### src/rtl/pheap_level_ctl.sv
// pheap_level_ctl: per-level controller for the pipelined heap priority queue.
// Reads the level's top entry and its two children, rewrites the top entry and
// tells the next level which operation to continue with (ENQ/DEQ/REPL).
module pheap_level_ctl #(
   parameter int LEVEL  = 2,
   parameter int DATA_W = 32,
   parameter int CAP_W  = 8,
   parameter int RD_LAT = 1,
   parameter int LEAF   = 0
) (
   input  logic                        clk,
   input  logic                        rst_n,
   input  logic                        start,
   output logic                        ready,
   input  logic [1:0]                  op,
   input  logic [LEVEL-2:0]            start_pos,
   input  logic [DATA_W-1:0]           in_val,
   output logic [LEVEL-2:0]            raddr_top,
   output logic [LEVEL-1:0]            raddr_bot,
   input  logic [CAP_W+DATA_W:0]       r_top,
   input  logic [CAP_W+DATA_W:0]       r_bot_l,
   input  logic [CAP_W+DATA_W:0]       r_bot_r,
   output logic                        wen_top,
   output logic [LEVEL-2:0]            waddr_top,
   output logic [CAP_W+DATA_W:0]       wdata,
   output logic                        done_vld,
   output logic [1:0]                  done_code,
   output logic [1:0]                  next_op,
   output logic [LEVEL-1:0]            next_pos,
   output logic [DATA_W-1:0]           next_val,
   output logic [DATA_W-1:0]           out_val
);

   localparam int EW = 1 + CAP_W + DATA_W;

   localparam logic [1:0] S_IDLE = 2'd0;
   localparam logic [1:0] S_RD   = 2'd1;
   localparam logic [1:0] S_EXEC = 2'd2;

   localparam logic [1:0] OP_NOP  = 2'd0;
   localparam logic [1:0] OP_ENQ  = 2'd1;
   localparam logic [1:0] OP_DEQ  = 2'd2;
   localparam logic [1:0] OP_REPL = 2'd3;

   localparam logic [1:0] C_DONE  = 2'd0;
   localparam logic [1:0] C_NEXT  = 2'd1;
   localparam logic [1:0] C_FULL  = 2'd2;
   localparam logic [1:0] C_EMPTY = 2'd3;

   localparam logic [1:0] CNT_INIT = 2'(RD_LAT - 1);

   logic [1:0]        state;
   logic [1:0]        cnt;
   logic [1:0]        op_q;
   logic [LEVEL-2:0]  pos_q;
   logic [DATA_W-1:0] val_q;
   logic              accept;

   assign ready  = (state == S_IDLE) || (state == S_EXEC);
   assign accept = ready && start && (op != OP_NOP);

   // State machine, read-latency counter and request capture
   always_ff @(posedge clk or negedge rst_n) begin
      if (!rst_n) begin
         state <= S_IDLE;
         cnt   <= '0;
         op_q  <= '0;
         pos_q <= '0;
         val_q <= '0;
      end else begin
         case (state)
            S_IDLE:  if (accept) state <= S_RD;
            S_RD:    if (cnt == '0) state <= S_EXEC;
            S_EXEC:  state <= accept ? S_RD : S_IDLE;
            default: state <= S_IDLE;
         endcase
         if (state == S_RD && cnt != '0)
            cnt <= cnt - 2'd1;
         if (accept) begin
            cnt   <= CNT_INIT;
            op_q  <= op;
            pos_q <= start_pos;
            val_q <= in_val;
         end
      end
   end

   assign raddr_top = (state == S_RD) ? pos_q : '0;
   assign raddr_bot = (state == S_RD) ? {pos_q, 1'b0} : '0;

   // Entry field decode; a leaf level sees its children as inactive, capacity 0
   logic              t_act, l_act, r_act, any_act;
   logic [CAP_W-1:0]  t_cap, l_cap, r_cap, cap_dec, cap_inc;
   logic [DATA_W-1:0] t_val, l_val, r_val, big_val;
   logic              enq_sel_r, deq_sel_r;

   assign t_act   = r_top[EW-1];
   assign t_cap   = r_top[EW-2 -: CAP_W];
   assign t_val   = r_top[DATA_W-1:0];
   assign l_act   = (LEAF == 0) && r_bot_l[EW-1];
   assign r_act   = (LEAF == 0) && r_bot_r[EW-1];
   assign l_cap   = (LEAF == 0) ? r_bot_l[EW-2 -: CAP_W] : '0;
   assign r_cap   = (LEAF == 0) ? r_bot_r[EW-2 -: CAP_W] : '0;
   assign l_val   = r_bot_l[DATA_W-1:0];
   assign r_val   = r_bot_r[DATA_W-1:0];
   assign any_act = l_act || r_act;
   assign cap_dec = t_cap - CAP_W'(1);
   assign cap_inc = t_cap + CAP_W'(1);

   // ENQ goes to the roomier child; DEQ/REPL follow the larger active child
   assign enq_sel_r = r_cap > l_cap;
   assign deq_sel_r = r_act && (!l_act || (r_val > l_val));
   assign big_val   = deq_sel_r ? r_val : l_val;

   // EXEC-cycle actions; every output is zero outside EXEC
   always_comb begin
      wen_top   = 1'b0;
      waddr_top = '0;
      wdata     = '0;
      done_vld  = 1'b0;
      done_code = C_DONE;
      next_op   = OP_NOP;
      next_pos  = '0;
      next_val  = '0;
      out_val   = '0;
      if (state == S_EXEC) begin
         done_vld  = 1'b1;
         waddr_top = pos_q;
         // REPL into an empty slot is a plain enqueue
         if (op_q == OP_ENQ || (op_q == OP_REPL && !t_act)) begin
            if (!t_act) begin
               wen_top = 1'b1;
               wdata   = {1'b1, cap_dec, val_q};
            end else if (t_cap == '0 || LEAF != 0) begin
               done_code = C_FULL;
            end else begin
               wen_top   = 1'b1;
               wdata     = {1'b1, cap_dec, (val_q > t_val) ? val_q : t_val};
               next_val  = (val_q > t_val) ? t_val : val_q;
               next_op   = OP_ENQ;
               next_pos  = {pos_q, enq_sel_r};
               done_code = C_NEXT;
            end
         end else if (op_q == OP_DEQ) begin
            if (!t_act) begin
               done_code = C_EMPTY;
            end else begin
               wen_top = 1'b1;
               out_val = t_val;
               if (!any_act) begin
                  wdata = {1'b0, cap_inc, {DATA_W{1'b0}}};
               end else begin
                  wdata     = {1'b1, cap_inc, big_val};
                  next_op   = OP_DEQ;
                  next_pos  = {pos_q, deq_sel_r};
                  done_code = C_NEXT;
               end
            end
         end else begin
            wen_top = 1'b1;
            out_val = t_val;
            if (!any_act || val_q >= big_val) begin
               wdata = {1'b1, t_cap, val_q};
            end else begin
               wdata     = {1'b1, t_cap, big_val};
               next_op   = OP_REPL;
               next_val  = val_q;
               next_pos  = {pos_q, deq_sel_r};
               done_code = C_NEXT;
            end
         end
      end
   end

endmodule

### config.mk
export PLATFORM = sky130hd
export DESIGN_NAME = pheap_level_ctl
export DESIGN_NICKNAME = d
export VERILOG_FILES = /design/src/rtl/pheap_level_ctl.sv
export SDC_FILE = /design/constraint.sdc
export NUM_CORES = 1
export LEC_CHECK = 0
export CAP_MARGIN = 20
export CORE_AREA = 3 3 124 126
export DETAILED_ROUTE_END_ITERATION = 12
export DIE_AREA = 0 0 127 129
export PLACE_DENSITY_LB_ADDON = 0.1
export REMOVE_ABC_BUFFERS = 1
export SYNTH_ARGS = -nofsm -noshare
export SYNTH_HDL_FRONTEND = slang
export SYNTH_SLANG_ARGS = --single-unit
### constraint.sdc
create_clock -name clk -period 23 [get_ports clk]
set_input_delay 5.75 -clock clk [delete_from_list [all_inputs] [get_ports clk]]
set_output_delay 5.75 -clock clk [all_outputs]
set_load 0.05 [all_outputs]
==> impl_metrics.yaml <==
status:
  outcome: "finished clean"
sta:
  layout_min_cycle_time_ns: 18.61
  finalSetupViolCount: 0
  worstMarginPinSlew_ns: 1.03
  setup_tns_ns: 0
  maxSlewViolCount: 0
  whs_ns: 0.503
  finalClockSkew_ns: 0.00645
  timing.slew.headroom_pct: 31.3
  fmax_mhz: 53.7
  hold_viol: 0
  rsz0062_at_grt: "false"
  finalCritPeriodShare_pct: 80.9
clock_network:
  cts_tree: "done"
  ctsHoldBuffers: 0
  clk_path_buf_depth: 2
  root_buffer: "clkbuf_16"
  cts_htree_levels: 2
  cts.clk_slew.worst_paths_ns: 0.07
  clk_latency_ns: 0.30
  cts_setup_buffers: 0
  cts_buffers: 5
  cts_sinks: 39
  cts_resized: 0
power_and_ir_drop:
  cellPowerDensity_nw_per_um2: 55.8
  p_leak_nw: 4.30
  peakVddDrop_v: 0.0000382
hold_path:
  hp-class: "flop to flop"
  min_path_cells: 1
  min_from: "state[1]"
  whs_endpoint: "state[1]"
worst_setup_path:
  path_buf_inv: 5
  ff2ff_setup_slack_ns: 21.38
  critPathKind: "primary input to primary output"
  cp_slowest_cell: "clkdlybuf4s50_1"
  cp_top_family: "simple AND/OR/NAND/NOR gates"
  required_ns: 17.25
  start_kind: "primary input"
  worstReg2RegStart: "state[0]"
  end_kind: "primary output"
  crit_top_cell: "a21oi_1"
  path_max_fanout: 33
  slowest_delay_ns: 0.85
  worst_r2r_path_depth: 4
  crit_path_cell_trace: "clkdlybuf4s50_1, inv_1, ha_1, nand2_1, nor3_2, nor4b_2, or4b_4, a41oi_4, buf_4, a21oi_1, or2_1, ha_1, nor3b_1, o21ai_0, o211ai_1, a211oi_1, o22a_1, nor2b_2, buf_4, a21oi_1, a21oi_1, clkdlybuf4s50_1"
  reg2reg_to: "val_q[4]"
  cp.arrival_ns: 12.86
final_layout:
  diodes: 0
  final_core_util_pct: 69.7
  drive_above_1_share_pct: 6.52
  area_delta_synth_final_pct: 43.9
  final_nets: 1449
grt:
  grt_pass1_vias: 8159
  overflow: 0
  grt_max_degree: 50
  grt.total_usage_pct: 32.9
  antenna_found_initial: 0
  grt_first_pass_wirelength_um: 43100
logic_synthesis:
  synth_seq_area_share_pct: 14.0
  synth_ff_type: "dfrtp_1"
  ys_seq_elements: 39
  synthCells: 949
  synth_area_sq_um: 6990
  synth_edf_count: 0
  ys_types: 61
  async_flop_share_pct: 100
  synth.yosys.warnings: 0
  syn_area_per_cell_sq_um: 7.36
die:
  die_h_um: 129
  pin_count: 279
  die_width_um: 127
  row_count: 44
  initial_core_util_pct: 48.5
  design.core.area_sq_um: 14400
  die-area_sq_um: 16400
route:
  wire_per_inst_um: 20.6
  final_antenna_net_count: 0
  routed_wl_um: 28100
  viasPerCell: 6.30
  drc_errors: 0
  dr.pass1.iters: 5
  num_vias: 8604
  drtIter0Drc: 717
placement:
  place.gp.congestion: 0.955
  dp_hpwl_um: 21800
  io_buffers: 277
job:
  maxCapViolations: 0
-- synthesized netlist by cell type (4+ instances only) --
master / instances / area, sq um
a31oi_1: 15 / 93.8
o22ai_1: 4 / 25.0
dfrtp_1: 39 / 976
a21boi_0: 30 / 225
a221oi_1: 40 / 350
nor3_1: 42 / 210
a211o_1: 18 / 158
buf_2: 7 / 35.0
nand2_1: 60 / 225
and2_1: 6 / 37.5
mux2_2: 35 / 394
o21ai_0: 19 / 95.1
a211oi_1: 7 / 52.6
a32o_1: 17 / 170
nand3_1: 24 / 120
inv_1: 87 / 327
o211ai_1: 20 / 150
buf_4: 5 / 37.5
and3_1: 36 / 225
nor2b_1: 6 / 37.5
clkbuf_1: 55 / 206
a21o_1: 5 / 37.5
nand4_1: 14 / 87.6
o21ai_1: 31 / 155
a2111oi_0: 4 / 35.0
ha_1: 108 / 1350
a21oi_1: 108 / 541
nor3b_1: 4 / 30.0
nor2_1: 58 / 218
-- placed cells by master (no fill, tap or decap), types with 7 or more instances in the layout --
cell / netlist / layout
clkdlybuf4s50_1: 0 / 276
ha_1: 108 / 108
a21oi_1: 108 / 107
inv_1: 87 / 87
nand2_1: 60 / 59
nor2_1: 58 / 57
nor3_1: 42 / 41
a221oi_1: 40 / 40
dfrtp_1: 39 / 39
and3_1: 36 / 36
mux2_2: 35 / 35
o21ai_1: 31 / 31
a21boi_0: 30 / 30
nand3_1: 24 / 24
o211ai_1: 20 / 20
o21ai_0: 19 / 19
a211o_1: 18 / 18
a32o_1: 17 / 17
a31oi_1: 15 / 15
nand4_1: 14 / 14
buf_4: 5 / 13
a211oi_1: 7 / 7
-- per-stage QoR --
| step | instances | total power, W | area (sq um) | setup slack, ns |
|---|---|---|---|---|
| 6_report | 1365 | 0.000561 | 10100 | 4.39 |
| 5_1_grt | 1365 | 0.000594 | 10100 | 3.92 |
| 4_1_cts | 1363 | 0.000554 | 10000 | 4.53 |
| 3_5_place_dp | 1355 | 0.000475 | 9870 | 4.52 |
| 3_3_place_gp | 1355 | 0.000471 | 9870 | 4.68 |
| 2_1_floorplan | 881 | 0.000331 | 6710 | 5.05 |
-- final cells by class --
cell class / instances / area, sq um
Clock buffer: 5 / 125
Clock inverter: 3 / 23.8
Multi-Input combinational cell: 755 / 5470
Tap cell: 184 / 230
Fill cell: 1244 / 4370
Timing Repair Buffer: 292 / 2910
Sequential cell: 39 / 976
Inverter: 87 / 327
-- power breakdown --
part	leakage [nW]	total, W	internal [W]	switching, W
sequential	0.464	0.000106	0.0000797	0.0000265
clock	0.0664	0.0000772	0.0000408	0.0000365
combinational	3.77	0.000378	0.000146	0.000231
total	4.30	0.000561	0.000267	0.000294
-- worst max path at each step --
| stage | start | end | slack (ns) | depth (start not counted) |
|---|---|---|---|---|
| after CTS | r_bot_l[27] | wdata[12] | 4.53 | 22 |
| final | r_bot_l[27] | wdata[12] | 4.39 | 22 |
| after global placement | r_bot_l[27] | wdata[12] | 4.68 | 22 |
| after floorplan | r_bot_l[14] | next_pos[1] | 5.05 | 17 |
| after detailed placement | r_bot_l[27] | wdata[12] | 4.52 | 22 |
| after global routing | r_bot_l[27] | wdata[2] | 3.92 | 22 |
-- registers in the layout (all words and copies together) (netlist names) --
register  flops
cnt           2
val_q        32
op_q          2
pos_q         1
state         2
-- routing by layer --
layer | part of all wire (%) | wire length, um | global-route usage, %
met5 | 0 | 0 | 0
met4 | 4.0 | 1130 | 13.8
met3 | 9.1 | 2560 | 5.81
met2 | 48 | 13600 | 56.6
met1 | 39 | 10800 | 40.8
-- logic make-up (layout without fill, tap and decap cells) --
kind of cell / Yosys count / count (layout) / synth area share [%]
and+or+nand+nor: 266 / 266 / 18.9
muxes: 38 / 38 / 6.07
adders and majority gates: 108 / 108 / 19.3
xor gates and xnor gates: 1 / 1 / 0.125
buffers and inverters: 155 / 387 / 8.72
other: 1 / 1 / 0.0537
AOI/OAI and AO/OA: 341 / 341 / 32.8
DFF: 39 / 39 / 14.0
Note: power is estimated with default switching activity, not from simulation.
